### src/rtl/video_proc_pkg.sv
// Shared constants and state encoding for the video processing controller.
package video_proc_pkg;

  // Bit positions inside the stage-enable vector
  localparam int unsigned STG_MEDIAN   = 0;
  localparam int unsigned STG_SOBEL    = 1;
  localparam int unsigned STG_EROSION  = 2;
  localparam int unsigned STG_DILATION = 3;

  localparam logic [7:0] VP_DEF_THRESHOLD = 8'd64;

  typedef enum logic [1:0] {
    WAIT_SYNC = 2'd0,
    BLANK     = 2'd1,
    FRAME     = 2'd2
  } state_e;

endpackage

### src/rtl/video_geom_checker.sv
// Frame geometry checker: counts pixels per line and lines per frame while
// the controller is in FRAME, and latches error flags at each frame end.
module video_geom_checker #(
  parameter logic [10:0] IMG_HDISP = 11'd640,
  parameter logic [10:0] IMG_VDISP = 11'd480
) (
  input  logic       clk,
  input  logic       rst_n,
  input  logic       count_en_i,
  input  logic       href_i,
  input  logic       href_d_i,
  input  logic       frame_end_i,
  output logic [1:0] geom_err_o
);

  logic [10:0] hcnt_q, hcnt_d;
  logic [10:0] vcnt_q, vcnt_d;
  logic        len_err_q, len_err_d;
  logic [1:0]  geom_err_q, geom_err_d;

  logic        line_end;
  logic [10:0] hcnt_now;
  logic [10:0] vcnt_now;
  logic        len_err_now;

  // Next-state for counters and flags; a line still open at vsync fall is closed with it
  always_comb begin
    hcnt_now    = (href_i && (hcnt_q != '1)) ? hcnt_q + 11'd1 : hcnt_q;
    line_end    = (~href_i & href_d_i) | (frame_end_i & href_i);
    vcnt_now    = (line_end && (vcnt_q != '1)) ? vcnt_q + 11'd1 : vcnt_q;
    len_err_now = len_err_q | (line_end & (hcnt_now != IMG_HDISP));

    hcnt_d     = hcnt_q;
    vcnt_d     = vcnt_q;
    len_err_d  = len_err_q;
    geom_err_d = geom_err_q;

    if (count_en_i) begin
      if (frame_end_i) begin
        geom_err_d = {(vcnt_now != IMG_VDISP), len_err_now};
        hcnt_d     = '0;
        vcnt_d     = '0;
        len_err_d  = 1'b0;
      end else begin
        hcnt_d    = line_end ? '0 : hcnt_now;
        vcnt_d    = vcnt_now;
        len_err_d = len_err_now;
      end
    end
  end

  // Counter and flag registers
  always_ff @(posedge clk or negedge rst_n) begin
    if (!rst_n) begin
      hcnt_q     <= '0;
      vcnt_q     <= '0;
      len_err_q  <= 1'b0;
      geom_err_q <= '0;
    end else begin
      hcnt_q     <= hcnt_d;
      vcnt_q     <= vcnt_d;
      len_err_q  <= len_err_d;
      geom_err_q <= geom_err_d;
    end
  end

  assign geom_err_o = geom_err_q;

endmodule

### src/rtl/video_proc_ctrl.sv
// Frame-synchronous configuration controller for the grey-scale video chain.
// Host configuration is buffered in a one-entry pending slot and applied only
// at a frame start. Optional geometry checking is compiled in with the macro
// GEOM_CHECK_EN; without it geom_err is tied to 2'b00.
module video_proc_ctrl
  import video_proc_pkg::*;
#(
  parameter logic [10:0] IMG_HDISP     = 11'd640,
  parameter logic [10:0] IMG_VDISP     = 11'd480,
  parameter logic [7:0]  DEF_THRESHOLD = VP_DEF_THRESHOLD
) (
  input  logic        clk,
  input  logic        rst_n,
  input  logic        per_frame_vsync,
  input  logic        per_frame_href,
  input  logic        cfg_valid,
  output logic        cfg_ready,
  input  logic [3:0]  cfg_stage_en,
  input  logic [7:0]  cfg_threshold,
  output logic [3:0]  act_stage_en,
  output logic [7:0]  act_threshold,
  output logic        cfg_applied,
  output logic        in_frame,
  output logic [15:0] frame_cnt,
  output logic [1:0]  geom_err
);

  state_e      state_q;
  logic        vs_d_q;
  logic        pending_q;
  logic [3:0]  pend_stage_q;
  logic [7:0]  pend_thr_q;
  logic [3:0]  act_stage_q;
  logic [7:0]  act_thr_q;
  logic        cfg_applied_q;
  logic        in_frame_q;
  logic [15:0] frame_cnt_q;

  logic vs_rise;
  logic vs_fall;
  logic cfg_xfer;

  assign vs_rise   = per_frame_vsync & ~vs_d_q;
  assign vs_fall   = ~per_frame_vsync & vs_d_q;
  assign cfg_ready = ~pending_q;
  assign cfg_xfer  = cfg_valid & ~pending_q;

  // Delayed vsync for edge detection
  always_ff @(posedge clk or negedge rst_n) begin
    if (!rst_n) begin
      vs_d_q <= 1'b0;
    end else begin
      vs_d_q <= per_frame_vsync;
    end
  end

  // Frame FSM, pending buffer and registered outputs; a transfer and an apply
  // never coincide because a transfer needs the pending slot empty
  always_ff @(posedge clk or negedge rst_n) begin
    if (!rst_n) begin
      state_q       <= WAIT_SYNC;
      pending_q     <= 1'b0;
      pend_stage_q  <= '0;
      pend_thr_q    <= '0;
      act_stage_q   <= '0;
      act_thr_q     <= DEF_THRESHOLD;
      cfg_applied_q <= 1'b0;
      in_frame_q    <= 1'b0;
      frame_cnt_q   <= '0;
    end else begin
      cfg_applied_q <= 1'b0;
      if (cfg_xfer) begin
        pending_q    <= 1'b1;
        pend_stage_q <= cfg_stage_en;
        pend_thr_q   <= cfg_threshold;
      end
      case (state_q)
        WAIT_SYNC: begin
          if (!per_frame_vsync) state_q <= BLANK;
        end
        BLANK: begin
          if (vs_rise) begin
            state_q    <= FRAME;
            in_frame_q <= 1'b1;
            if (pending_q) begin
              act_stage_q   <= pend_stage_q;
              act_thr_q     <= pend_thr_q;
              pending_q     <= 1'b0;
              cfg_applied_q <= 1'b1;
            end
          end
        end
        FRAME: begin
          if (vs_fall) begin
            state_q     <= BLANK;
            in_frame_q  <= 1'b0;
            frame_cnt_q <= frame_cnt_q + 16'd1;
          end
        end
        default: state_q <= WAIT_SYNC;
      endcase
    end
  end

  assign act_stage_en  = act_stage_q;
  assign act_threshold = act_thr_q;
  assign cfg_applied   = cfg_applied_q;
  assign in_frame      = in_frame_q;
  assign frame_cnt     = frame_cnt_q;

`ifdef GEOM_CHECK_EN
  logic hs_d_q;

  // Delayed href for line-end detection
  always_ff @(posedge clk or negedge rst_n) begin
    if (!rst_n) begin
      hs_d_q <= 1'b0;
    end else begin
      hs_d_q <= per_frame_href;
    end
  end

  video_geom_checker #(
    .IMG_HDISP (IMG_HDISP),
    .IMG_VDISP (IMG_VDISP)
  ) u_geom (
    .clk         (clk),
    .rst_n       (rst_n),
    .count_en_i  (state_q == FRAME),
    .href_i      (per_frame_href),
    .href_d_i    (hs_d_q),
    .frame_end_i ((state_q == FRAME) && vs_fall),
    .geom_err_o  (geom_err)
  );
`else
  assign geom_err = 2'b00;
`endif

endmodule
### config.mk
export PLATFORM = sky130hd
export DESIGN_NAME = video_proc_ctrl
export DESIGN_NICKNAME = d
export VERILOG_FILES = /design/src/rtl/video_proc_pkg.sv /design/src/rtl/video_geom_checker.sv /design/src/rtl/video_proc_ctrl.sv
export SDC_FILE = /design/constraint.sdc
export NUM_CORES = 1
export LEC_CHECK = 0
export BUFFER_PORTS_ARGS = -buffer_cell sky130_fd_sc_hd__buf_2
export CORE_ASPECT_RATIO = 1.25
export CORE_MARGIN = 2
export CORE_UTILIZATION = 42
export DETAILED_ROUTE_END_ITERATION = 16
export GPL_TIMING_DRIVEN = 0
export PLACE_DENSITY = 0.68
export SYNTH_ARGS = -nofsm -noshare
export SYNTH_HDL_FRONTEND = slang
export SYNTH_SLANG_ARGS = --single-unit
### constraint.sdc
create_clock -name clk -period 1.25 [get_ports clk]
set_input_delay 0 -clock clk [delete_from_list [all_inputs] [get_ports clk]]
set_output_delay 0 -clock clk [all_outputs]
set_load 0.02 [all_outputs]
# After elaboration in Yosys (flattened, before gate mapping)
# Cells that the tools add are included.
word_totals:
  register_bits: 46
  in_bits: 17
  out_inout_bits: 33
  elab_cells: 42
classes:
  add_sub_neg: 1
  eq_ne: 5
  muxes: 14
  n_bitwise: 6
  reduce_logical: 6
op_table:
  columns: ["op", "n"]
  rows:
  - ["$add 16x1->16 const B", 1]
  - ["$mux 1", 9]
  - ["$reduce_and 3->1", 3]
  - ["$mux 2", 3]
  - ["$ne 2x2->1 const B", 3]
  - ["$pmux 2 s3", 1]
  - ["$and 1x1->1", 3]
  - ["$not 1->1", 3]
  - ["$eq 2x1->1 const B", 1]
  - ["$eq 2x2->1 const B", 1]
  - ["$logic_not 2->1", 1]
  - ["$pmux 1 s2", 1]
  - ["$reduce_and 2->1", 1]
  - ["$reduce_bool 2->1", 1]

# Logic depth before layout (Yosys ltp)
logic_depth:
  word_depth: 6
  mapped_depth: 5
  depth_no_buf: 5

# Worst setup path before layout
# Ideal clock, no wire load.
synth_timing:
  path_type: "register to register"
  start: "register state_q[1]"
  end: "register act_stage_q[0] (netlist: act_stage_en[0])"
  t_arrival_ps: 1246
  path_slack_ps: -121
  stages_incl_launch_ff: 5
  n_path_buf: 1
  period_less_slack_ps: 1371
  cell_sequence: "dfrtp_1 > nor3b_2 > nand3_1 > buf_2 > mux2_2"
synth_via:
  elab_chain_len: 2
synth_rtl:
  columns: ["item", "line", "text"]
  rows:
  - ["from (decl)", "video_proc_ctrl.sv:28", "state_e state_q;"]
  - ["from (signal assigned)", "video_proc_ctrl.sv:61", "state_q <= WAIT_SYNC;"]
  - ["from (signal assigned)", "video_proc_ctrl.sv:79", "if (!per_frame_vsync) state_q <= BLANK;"]
  - ["from (signal assigned)", "video_proc_ctrl.sv:83", "state_q <= FRAME;"]
  - ["$eq 2x1->1", "video_proc_ctrl.sv:77", "case (state_q)"]
  - ["$reduce_and 3->1 (no line)", null, null]
  - ["to (signal assigned)", "video_proc_ctrl.sv:86", "act_stage_q <= pend_stage_q;"]
  - ["to (decl)", "video_proc_ctrl.sv:33", "logic [3:0] act_stage_q;"]
# No other way between the ends.
# A chain may end at the register's enable or synchronous reset.

# Worst setup path after layout
layout_timing:
  start: "register state_q[0]"
  end: "register frame_cnt_q[1] (netlist: frame_cnt[1])"
layout_via:
  elab_chain_len: 2
layout_rtl:
  columns: ["item", "line", "text"]
  rows:
  - ["$eq 2x2->1", "video_proc_ctrl.sv:77", null]
  - ["$reduce_and 2->1 (no line)", null, null]
  - ["to (signal assigned)", "video_proc_ctrl.sv:97", "frame_cnt_q <= frame_cnt_q + 16'd1;"]
  - ["to (decl)", "video_proc_ctrl.sv:37", "logic [15:0] frame_cnt_q;"]
# No other way between the ends.

==> reports/qor.yml <==
global_routing:
  overflow: 0
  grt_pass1_vias: 1477
  antenna_found_initial: 0
  grt_pass1_wl_um: 6700
  track_usage: 0.172
  grt_max_degree: 47
floorplanning:
  core_mm2: 0.00439
  start_util: 0.433
  die_area_mm2: 0.00508
  pin_count: 50
  die-height_um: 79.2
  chipWidth_um: 64.2
  rows: 27
finish:
  final_util: 0.608
  fin_nets: 242
  drive_above_1_share: 0.533
  final_cells: 283
  antenna_cells: 0
  syn_to_final_growth_pct: 40.4
  fin_area_mm2: 0.00267
place:
  hpwl_um: 2630
  gp_congestion: 0.817
  port_buffers: 46
  post_dp_cell_area_mm2: 0.00224
  dp.cells: 249
  preCtsSetupSlack_ns: -0.235
detailed_routing:
  vias: 1355
  drt-total-wl_um: 3950
  drtIter0Drc: 53
  drc_errors: 0
  wl_met2_um: 2200
  ant_nets: 0
  m1WireLength_um: 1530
  viasPerCell: 4.79
  highest_layer: "met4"
  avgRoutedWirePerCell_um: 14.0
  wl_met3_um: 202
  first_pass_iters: 4
timing:
  relSlewSlack: 0.588
  min_period_over_period: 1.17
  setup_tns_ns: -4.31
  tightest_slew_ns: 0.618
  setup-violations-final: 27
  drv_slew: 0
  fmax_mhz: 686
  hold_viol_final: 0
  setup_slack_ns: -0.209
  rsz0062_at_grt: "yes"
  min_period_ns: 1.46
  skew_ns: 0.00533
cts:
  cts_buffer_depth: 2
  clk_pin_slew_ns: 0.08
  cts_tree: "yes"
  cts_sinks: 46
  root_buffer: "clkbuf_8"
  htree_num_levels: 2
  insertion_delay_ns: 0.29
  cts_buffers: 5
critical_path:
  critPathMostFrequentCell: "buf_4"
  crit_path_start_kind: "register"
  crit_path_max_fanout: 6
  max_stage_delay_ns: 0.41
  end_kind: "register"
  critPathArrivalTime_ns: 1.64
  worstPathCellList: "nor4bb_2 -> buf_4 -> buf_4 -> mux2_2"
  critPathSlowestCell: "dfrtp_1"
  worstPathRequired_ns: 1.43
  critical_path_class: "reg2reg"
hold_path:
  hold_path.class: "in2reg"
power:
  power_frac_seq: 0.510
  clkPwrFrac: 0.199
  peakVddDrop_mv: 0.997
  power_density_mw_per_mm2: 1640
  intPower_mw: 2.95
  p_sw_frac: 0.325
  combPwrFrac: 0.292
  leakagePower_nw: 1.37
  p_switching_mw: 1.42
logic_synthesis:
  syn_inst: 144
  yosysWarnings: 0
  yosys_register_bits: 46
  synth_cell_type_count: 26
  syn_area_mm2: 0.00190
  postSynthAreaPerCell_um2: 13.2
  yosysSeqAreaShare: 0.606
run_status:
  failed_checks: "setup timing"
  status: "finished, violations left"
job:
  max_cap_viol_count: 0
-- cell usage in the layout, fill, tap and decap left out, drive strengths merged, types with 7 or more instances in the layout --
master,instances
nand2,12
mux2,25
xor2,11
nor2,9
dlygate4sd3,15
clkbuf,7
nand3,7
dfrtp,45
buf,61
-- state kept, by name, summed over array words and instances, names as in the netlist --
signal / cells
frame_cnt: 16
act_threshold: 8
pend_thr_q: 8
act_stage_en: 4
pend_stage_q: 4
state_q: 2
cfg_applied: 1
in_frame: 1
pending_q: 1
vs_d_q: 1
-- layer usage --
| metal | vias up | global-route usage |
|---|---|---|
| li1 | 639 | - |
| met1 | 671 | 0.190 |
| met2 | 43 | 0.317 |
| met3 | 2 | 0.0482 |
| met4 | 0 | 0.0574 |
| met5 | - | 0 |
-- repair_timing --
| item | in CTS | in global routing |
|---|---|---|
| pin swaps | 4 | 4 |
| hold buffers | 15 | 0 |
| endpoints found under the hold margin | 59 | 0 |
| cloned | 0 | 0 |
| buffers inserted | 6 | 5 |
| endpoints found under the setup margin | 36 | 42 |
| resized for setup | 12 | 12 |
-- path summary, 6_finish.rpt --
| path | to | startpoint | cells past startpoint | slack (ns) |
|---|---|---|---|---|
| max | frame_cnt[1] | state_q[0] | 4 | -0.21 |
| min | state_q[0] | per_frame_vsync | 3 | 0.09 |
| max reg2reg | frame_cnt[1] | state_q[0] | 4 | -0.21 |
| min reg2reg | frame_cnt[15] | frame_cnt[15] | 1 | 0.47 |
| max in group asynchronous | pending_q | rst_n | 2 | 0.51 |
| min in group asynchronous | frame_cnt[6] | rst_n | 2 | 0.28 |
-- final cells by class --
type                            count  area, µm²
Multi-Input combinational cell     91        825
Clock inverter                      2       10.0
Sequential cell                    46       1160
Timing Repair Buffer               72        473
Buffer                              5       48.8
Tap cell                           58       72.6
Clock buffer                        6       72.6
Fill cell                         375       1720
Inverter                            3       11.3
-- critical path, delay by kind of cell, from the launching register on --
| family | cells | cell delay, ns |
|---|---|---|
| simple gates | 1 | 0.27 |
| mux | 1 | 0.32 |
| buf+inv | 2 | 0.35 |
| flops | 1 | 0.41 |
-- stage by stage --
| step | hold slack, ns | total power, mW |
|---|---|---|
| 2_1_floorplan | -0.296 | 2.95 |
| 3_3_place_gp | 0.158 | 3.30 |
| 3_5_place_dp | 0.162 | 3.41 |
| 4_1_cts | 0.0809 | 4.37 |
| 5_1_grt | 0.0974 | 4.63 |
| 6_report | 0.0940 | 4.37 |
-- synth_stat cells --
cell type | instances | area share
nand3_1 | 7 | 0.018
o21ai_0 | 2 | 0.0053
and4_1 | 1 | 0.0046
dfstp_2 | 1 | 0.014
nor2_1 | 9 | 0.018
xnor2_1 | 4 | 0.018
xor2_1 | 11 | 0.051
conb_1 | 1 | 0.0020
buf_4 | 3 | 0.012
and3_1 | 2 | 0.0066
nand4_1 | 2 | 0.0066
ha_1 | 1 | 0.0066
nor4bb_1 | 1 | 0.0053
a21o_1 | 1 | 0.0040
dfrtp_1 | 45 | 0.59
mux2_2 | 25 | 0.15
inv_1 | 3 | 0.0059
and2_1 | 2 | 0.0066
nor2b_1 | 2 | 0.0066
nand4_2 | 2 | 0.013
buf_2 | 2 | 0.0053
nand2_2 | 1 | 0.0033
nor3_2 | 3 | 0.016
nand2_1 | 11 | 0.022
a21oi_1 | 1 | 0.0026
nor3b_2 | 1 | 0.0066
-- logic make-up after synthesis --
group                      Yosys count  synth area share
AOI/OAI and AO/OA                    4            0.0118
other                                1           0.00197
DFF                                 46             0.606
xor gates and xnor gates            15            0.0691
adders and majority gates            1           0.00658
buffers and inverters                8            0.0230
muxes                               25             0.148
and+or+nand+nor                     44             0.133
-- power groups by stage --
stage,Combinational [mW],Sequential (mW),Clock (mW)
after global routing,1.38,2.30,0.959
after global placement,1.11,2.19,0
after CTS,1.25,2.22,0.900
after detailed placement,1.17,2.25,0
after floorplan,0.479,2.47,0
final,1.28,2.23,0.869
No activity file was read; power rests on OpenSTA's default activity.
